File: src/rtl/cache_control_nway_pkg.sv
// Shared types for the N-way cache controller.
// Holds the controller state encoding and the way-index type.
package cache_types;

    // Controller states: lookup, dirty victim eviction, line refill, array re-read
    typedef enum logic [1:0] {
        TAG_COMP,
        WRITE_BACK,
        ALLOCATE,
        SETTLE
    } cache_state_t;

    // Widest way index supported (up to 256 ways)
    localparam int WAY_IDX_W = 8;

    typedef logic [WAY_IDX_W-1:0] way_idx_t;

endpackage

File: src/rtl/cache_control_nway_plru.sv
// Tree pseudo-LRU helper: victim selection and access update.
// Node i has children 2i+1 / 2i+2; node i is stored at bit WAYS-2-i.
module plru_tree #(
    parameter  int WAYS  = 4,
    localparam int WAY_W = $clog2(WAYS)
) (
    input  logic [WAYS-2:0]  plru_bits,
    input  logic [WAY_W-1:0] access_way,
    input  logic [WAYS-1:0]  valid,
    output logic [WAY_W-1:0] victim_way,
    output logic [WAYS-2:0]  plru_next
);

    localparam int NB = WAYS - 1;
    localparam logic [NB-1:0] ONE = NB'(1);

    // Victim: lowest invalid way, otherwise walk the tree from the root
    always_comb begin : victim_walk
        int node;
        logic found;
        logic [NB-1:0] sh;
        node = 0;
        found = 1'b0;
        sh = '0;
        victim_way = '0;
        for (int i = 0; i < WAYS; i++) begin
            if (!found && !valid[i]) begin
                victim_way = WAY_W'(i);
                found = 1'b1;
            end
        end
        if (!found) begin
            for (int l = 0; l < WAY_W; l++) begin
                sh = plru_bits >> (NB - 1 - node);
                node = 2 * node + 1 + (sh[0] ? 1 : 0);
            end
            victim_way = WAY_W'(node - (WAYS - 1));
        end
    end

    // Update: climb from the accessed leaf, pointing each node away from it
    always_comb begin : touch_path
        int n;
        int p;
        logic [NB-1:0] m;
        plru_next = plru_bits;
        n = WAYS - 1 + int'(access_way);
        p = 0;
        m = '0;
        for (int l = 0; l < WAY_W; l++) begin
            p = (n - 1) / 2;
            m = ONE << (NB - 1 - p);
            if (n % 2 == 1) begin
                plru_next = plru_next | m;
            end else begin
                plru_next = plru_next & ~m;
            end
            n = p;
        end
    end

endmodule

File: src/rtl/cache_control_nway.sv
// Control FSM for an N-way write-back, write-allocate cache.
// Sequences hit, dirty eviction, refill and settle between CPU and pmem.
module cache_control_nway
    import cache_types::*;
#(
    parameter  int WAYS  = 4,
    localparam int WAY_W = $clog2(WAYS)
) (
    input  logic             clk,
    input  logic             rst,
    input  logic             mem_read,
    input  logic             mem_write,
    input  logic [WAYS-1:0]  way_hit,
    input  logic [WAYS-1:0]  way_valid,
    input  logic [WAYS-1:0]  way_dirty,
    input  logic [WAYS-2:0]  plru_bits,
    input  logic             pmem_resp,
    output logic [WAYS-1:0]  valid_we,
    output logic [WAYS-1:0]  tag_we,
    output logic [WAYS-1:0]  data_we,
    output logic [WAYS-1:0]  dirty_we,
    output logic             dirty_in,
    output logic             plru_we,
    output logic [WAYS-2:0]  plru_in,
    output logic [WAY_W-1:0] data_sel,
    output logic             dawmux_sel,
    output logic             addrmux_sel,
    output logic             pmem_read,
    output logic             pmem_write,
    output logic             mem_resp
);

    cache_state_t     state_q, state_d;
    logic [WAY_W-1:0] victim_q, victim_d;
    logic             hold_q;

    logic             req, wr, hit, blank;
    logic [WAY_W-1:0] hw, vic_c;
    logic [WAYS-2:0]  plru_upd;
    logic [WAYS-1:0]  vic_oh, hw_oh;

    assign req   = mem_read | mem_write;
    assign wr    = mem_write & ~mem_read;
    assign hit   = |way_hit;
    assign blank = rst | hold_q;
    assign vic_oh = WAYS'(1) << victim_q;
    assign hw_oh  = WAYS'(1) << hw;

    // Lowest-index hit way wins
    always_comb begin
        hw = '0;
        for (int i = WAYS - 1; i >= 0; i--) begin
            if (way_hit[i]) hw = WAY_W'(i);
        end
    end

    plru_tree #(.WAYS(WAYS)) u_plru (
        .plru_bits  (plru_bits),
        .access_way (hw),
        .valid      (way_valid),
        .victim_way (vic_c),
        .plru_next  (plru_upd)
    );

    // State, frozen victim and the post-reset quiet cycle
    always_ff @(posedge clk) begin
        if (rst) begin
            state_q  <= TAG_COMP;
            victim_q <= '0;
            hold_q   <= 1'b1;
        end else begin
            state_q  <= state_d;
            victim_q <= victim_d;
            hold_q   <= 1'b0;
        end
    end

    // Next state; victim is captured only at the miss decision
    always_comb begin
        state_d  = state_q;
        victim_d = victim_q;
        if (!hold_q) begin
            unique case (state_q)
                TAG_COMP: begin
                    if (req && !hit) begin
                        victim_d = vic_c;
                        if (way_valid[vic_c] && way_dirty[vic_c])
                            state_d = WRITE_BACK;
                        else
                            state_d = ALLOCATE;
                    end
                end
                WRITE_BACK: if (pmem_resp) state_d = ALLOCATE;
                ALLOCATE:   if (pmem_resp) state_d = SETTLE;
                SETTLE:     state_d = TAG_COMP;
                default:    state_d = TAG_COMP;
            endcase
        end
    end

    // Per-state array strobes, mux selects and handshakes
    always_comb begin
        valid_we    = '0;
        tag_we      = '0;
        data_we     = '0;
        dirty_we    = '0;
        dirty_in    = 1'b0;
        plru_we     = 1'b0;
        plru_in     = '0;
        data_sel    = '0;
        dawmux_sel  = 1'b0;
        addrmux_sel = 1'b0;
        pmem_read   = 1'b0;
        pmem_write  = 1'b0;
        mem_resp    = 1'b0;
        if (!blank) begin
            unique case (state_q)
                TAG_COMP: begin
                    if (req && hit) begin
                        mem_resp = 1'b1;
                        data_sel = hw;
                        plru_we  = 1'b1;
                        plru_in  = plru_upd;
                        if (wr) begin
                            data_we  = hw_oh;
                            dirty_we = hw_oh;
                            dirty_in = 1'b1;
                        end
                    end
                end
                WRITE_BACK: begin
                    pmem_write  = 1'b1;
                    addrmux_sel = 1'b1;
                    data_sel    = victim_q;
                end
                ALLOCATE: begin
                    pmem_read  = 1'b1;
                    dawmux_sel = 1'b1;
                    data_we    = vic_oh;
                    tag_we     = vic_oh;
                    valid_we   = vic_oh;
                    dirty_we   = vic_oh;
                end
                SETTLE: begin
                end
                default: begin
                end
            endcase
        end
    end

endmodule

File: config.mk
export PLATFORM = sky130hd
export DESIGN_NAME = cache_control_nway
export DESIGN_NICKNAME = d
export VERILOG_FILES = /design/src/rtl/cache_control_nway_pkg.sv /design/src/rtl/cache_control_nway_plru.sv /design/src/rtl/cache_control_nway.sv
export SDC_FILE = /design/constraint.sdc
export NUM_CORES = 1
export LEC_CHECK = 0
export CAP_MARGIN = 25
export CORE_MARGIN = 10
export CORE_UTILIZATION = 57
export CTS_CLUSTER_SIZE = 10
export DETAILED_ROUTE_END_ITERATION = 12
export PLACE_DENSITY = 0.83
export SLEW_MARGIN = 20
export SYNTH_ARGS = -nofsm -noshare
export SYNTH_HDL_FRONTEND = slang
export SYNTH_HIERARCHICAL = 1
export SYNTH_SLANG_ARGS = --single-unit
export TNS_END_PERCENT = 30
File: constraint.sdc
create_clock -name clk -period 8.95 [get_ports clk]
set_input_delay 0.895 -clock clk [delete_from_list [all_inputs] [get_ports clk]]
set_output_delay 0.895 -clock clk [all_outputs]
set_load 0.05 [all_outputs]
Word level (Yosys, flattened, before mapping) --
Cells that the tools add are included. Widths: inputs -> output; s select.
Storage, ports and cells: bits in registers 5, bits in latches 0, RAM bits 0, memory bits (read-only) 0, bits of input ports 20, memories 0
Operators by class: add/sub/neg operators 12, $mul 0, divide/modulo/power cells 0, magnitude comparators 1, equality and inequality tests 8, shift operators 5, mux-type cells 49, bitwise operators 15, reduce and logical (&&, ||, !) cells 16
Operators with widths (count):
- $sub 3x32->32 const A | 3
- $add 32x1->32 | 2
- $shl 1x32->3 const A | 2
- $sub 32x2->32 const B | 2
- $shr 3x32->1 | 1
- $mux 2 | 13
- $mux 1 | 21
- $mux 4 | 5
- $mux 3 | 5
- $eq 2x2->1 const B | 4
- $pmux 2 s4 | 1
- $pmux 4 s2 | 1
- $shl 1x2->4 const A | 2
- $and 3x3->3 | 2
- $logic_and 1x1->1 | 6
- $logic_not 1->1 | 6
- $ne 2x2->1 const B | 3
- $not 3->3 | 2
- $or 3x3->3 | 2
- $and 1x1->1 | 4
- $bmux 1 s2 | 2
- $pmux 2 s2 | 1
- $reduce_and 4->1 | 1
- $reduce_or 4->1 | 1
- other kinds (12) | 14

Logic depth before layout (Yosys ltp) --
depth in word-level cells 19, gate-level depth with buffers 29

By module --
The synthesis kept the hierarchy.
By module, submodules not included:
- plru_tree | instances 1, cells each 400, area an instance 2648.8 µm², seq. area each 0.0 µm²
- cache_control_nway | instances 1, cells each 91, area an instance 643.1 µm², seq. area each 100.1 µm²

Worst setup path after synthesis --
Ideal clock, no wire load.
path type input-to-output, start input way_hit[2], end output plru_in[2], data arrival time 6.757 ns, data required time 8.055 ns, slack 1.298 ns, cell stages on the path 28, cell sequence nand2b_1 a21oi_1 inv_1 ha_1 and3_1 ha_1 nand3_1 ha_1 nor2b_1 nand2_1 nor3b_1 clkbuf_1 a31o_2 clkbuf_1 inv_1 ha_1 buf_2 a21oi_1 o2111ai_1 o2111ai_1 or4_1 nor4_1 nand3_1 nor4_2 o2111a_1 nand4_1 mux2i_1 and2_1
On the way: word-level cells in the longest chain between the ends 18, elaborated cells between the ends (all ways) 31, those cells by class add/sub (7); eq/ne (2); shift (2); mux (8); bitwise (10); reduce/logical (2)
Ends and longest elaborated chain:
- from (decl) | line cache_control_nway.sv:13 | input logic [WAYS-1:0] way_hit,
- $mux 2 (*) (3 in a row) | line cache_control_nway.sv:53 | if (way_hit[i]) hw = WAY_W'(i);
- net hw[0] | line cache_control_nway.sv:38 | logic [WAY_W-1:0] hw, vic_c;
- $add 2x2->3 (*) | line cache_control_nway_plru.sv:47 | n = WAYS - 1 + int'(access_way);
- $sub 32x2->32 | line cache_control_nway_plru.sv:51 | p = (n - 1) / 2;
- $and 1x1->1 (no line)
- $add 32x1->32 (no line)
- $sub 32x2->32 | line cache_control_nway_plru.sv:51
- $and 1x1->1 (no line)
- [2 not listed]
- $shl 1x32->3 | line cache_control_nway_plru.sv:52 | m = ONE << (NB - 1 - p);
- $not 3->3 | line cache_control_nway_plru.sv:56 | plru_next = plru_next & ~m;
- $and 3x3->3 | line cache_control_nway_plru.sv:56
- $mux 3 (*) | line cache_control_nway_plru.sv:53 | if (n % 2 == 1) begin
- net plru_upd[2] | line cache_control_nway.sv:39 | logic [WAYS-2:0] plru_upd;
- $mux 3 (*) | line cache_control_nway.sv:119 | if (req && hit) begin
- $mux 3 (*) | line cache_control_nway.sv:117 | unique case (state_q)
- $mux 3 (*) | line cache_control_nway.sv:116 | if (!blank) begin
- to (decl) | line cache_control_nway.sv:24 | output logic [WAYS-2:0] plru_in,
The timed path passes the listed nets; every way through them passes the cells marked *.

Worst setup path in the final report --
Same ends and word-level chain as after synthesis.

==> run metrics <==
Worst IR Drop VDD 129.4 uV; CTS Buf Count 3; IO Count 48; fraction of layout cells with a size suffix above 1 0.07813; post-DR vias/cell 6.409; largest net degree at the start of global routing 19; Setup Skew 0.0003266 ns; Hold Buf Count CTS 0; register area share after synthesis 0.03041; FP Rows 27; met2 usage 0.3784; CP peak stage delay 0.44 ns; most frequent CP cell ha_1; clock-pin slew on the worst setup and hold paths 0.03 ns; Tcrit/Tclk final 0.9559; Clock Latency Late Sink 0.22 ns; worst-margin pin slew 0.6631 ns; HP Class reg -> reg; Root Buffer clkbuf_8; first-pass GRT wire length 16230 microns; GP Congestion 0.9805; DRC 0; grt met3 use 0.03735; die width 96.00 microns; CTS sink cnt 5; cells after synthesis 491; Die ar. 9215 sq um; CTS max path bufs 2; Post-synth EDFFs 0; mapped cell area 3292 sq um; global route total overflow 0; worst rel slew slack 0.5465; arrival time worst endpoint 7.66 ns; count of cell types in the netlist 76; worst endpoint required time 8.06 ns; startpoint types input port; Final Critical Period 8.556 ns; Yosys top cell by area ha_1; RSZ-0062 raised after global routing false; Core ar. 5540 sq um; status finished clean; mean post-synth cell area 6.704 sq um; WL per Instance 17.31 microns; DR vias 3743; Final nets 579; Leakage Power 1.629 nW; GR Util All Layers 0.2098; H-tree depth 1; Die Y 96.00 microns; GRT Max-Usage Layer met2; ys flop type dfxtp_1; Area contributors post-synth ha_1, nand2_1, inv_1; ys async rst share 0; initial DRC count 307; DP Wirelength 8168 microns; Setup TNS 0 ns; Max Cap Violations 0; Synth Net Count 557; end-of-flow core utilization 0.6816; CP Max Fanout 9; final setup vio count 0; commonest cells in the netlist nand2_1, inv_1, ha_1, a21oi_1, nor2_1; #FFs+latches synth 5; WS Path Type in -> out; n_diodes 0; met1 usage in global routing 0.2569; Hold Violations, Final 0; Initial Util 0.5942; Pwr Density 245.3 nW/um^2; Ys Warns 6; Detailed Routing Iterations Pass 1 5; port bufs 47; DRT antenna net count 0; P&R area growth vs syn 14.71%; Pins Over Slew Limit 0; most instantiated library cell after synthesis nand2_1; initial antenna violation count 0; Yosys top cell area share 0.1710; TritonCTS clock tree done; Critical Path End Type output pin; drt total wl 10110 microns; Slowest cell on crit path clkdlybuf4s50_1; Achievable Freq 116.9 MHz; vias in the first global route 3417
==> state kept, by name, summed over array words and instances (netlist names) <==
name,count
hold_q,1
victim_q,2
state_q,2
==> what timing repair did <==
| action | in CTS | in global routing |
|---|---|---|
| setup buffers | 0 | 0 |
| setup endpoints to repair | 0 | 1 |
| gates resized for setup | 0 | 5 |
==> critical path: cells and delay by family <==
family | cells | cell delay, ns
fa+ha+maj | 7 | 1.50
simple gates | 10 | 1.97
mux | 1 | 0.19
buf+inv | 6 | 0.93
compound gates | 7 | 2.14
==> per-layer routing <==
metal  routed length (microns)  vias up
li1                          -     1819
met1                      4223     1749
met2                      5018      157
met3                       726       18
met4                       140        0
met5                         0        -
==> report_power, final <==
part	internal, mW	switching, mW
clock network	0.0306	0.0114
logic	0.335	0.525
registers	0.0233	0.000886
total	0.389	0.538
==> path summary, 6_finish.rpt <==
check / from / end / slack (ns) / depth (start not counted)
setup / recovery: way_hit[2] / plru_in[2] / 0.39 / 31
hold / removal: state_q[1] / state_q[1] / 0.56 / 1
setup reg to reg: state_q[0] / victim_q[1] / 7.25 / 6
hold reg to reg: state_q[1] / state_q[1] / 0.56 / 1
==> through the flow <==
| step | cell area [sq um] | hold slack, ns | std cells | total power, mW | worst slack (ns) |
|---|---|---|---|---|---|
| 3_5_place_dp | 3712 | 0.5574 | 580 | 0.8554 | 0.1239 |
| 2_1_floorplan | 3292 | 0.5075 | 491 | 0.6774 | 1.298 |
| 5_1_grt | 3776 | 0.5826 | 584 | 1.014 | 0.03428 |
| 3_3_place_gp | 3712 | 0.5360 | 580 | 0.8514 | 0.5577 |
| 4_1_cts | 3757 | 0.5649 | 584 | 0.9051 | 0.09584 |
| 6_report | 3776 | 0.5627 | 584 | 0.9262 | 0.3943 |
==> cell families (layout without fill, tap and decap cells) <==
logic type,count (synthesis),after routing,share of synthesized area
DFF,5,5,0.03041
buffers and inverters,84,105,0.1117
AOI/OAI and AO/OA,140,140,0.3037
muxes,7,7,0.02204
and+or+nand+nor,190,190,0.3022
adders and majority gates,46,46,0.1771
xor gates and xnor gates,19,19,0.05283
==> layout by cell type, fill, tap and decap left out, types with 8 or more instances in the layout <==
master,count
ha_1,45
nand3_1,22
inv_1,48
nand4_1,9
clkdlybuf4s50_1,46
xor2_1,11
o21ai_0,17
nor2_1,31
a21o_1,9
a21oi_1,34
nand2_1,49
nor2b_1,8
nor3_1,14
==> final cells by class <==
type | count | area, sq um
clock buffers | 4 | 45.04
inverters | 50 | 187.7
flip-flops and latches | 5 | 100.1
repair buffers | 51 | 510.5
fillers | 476 | 1764
multi-input cells | 402 | 2843
well taps | 72 | 90.09
Power figures use the tool's default switching activity.
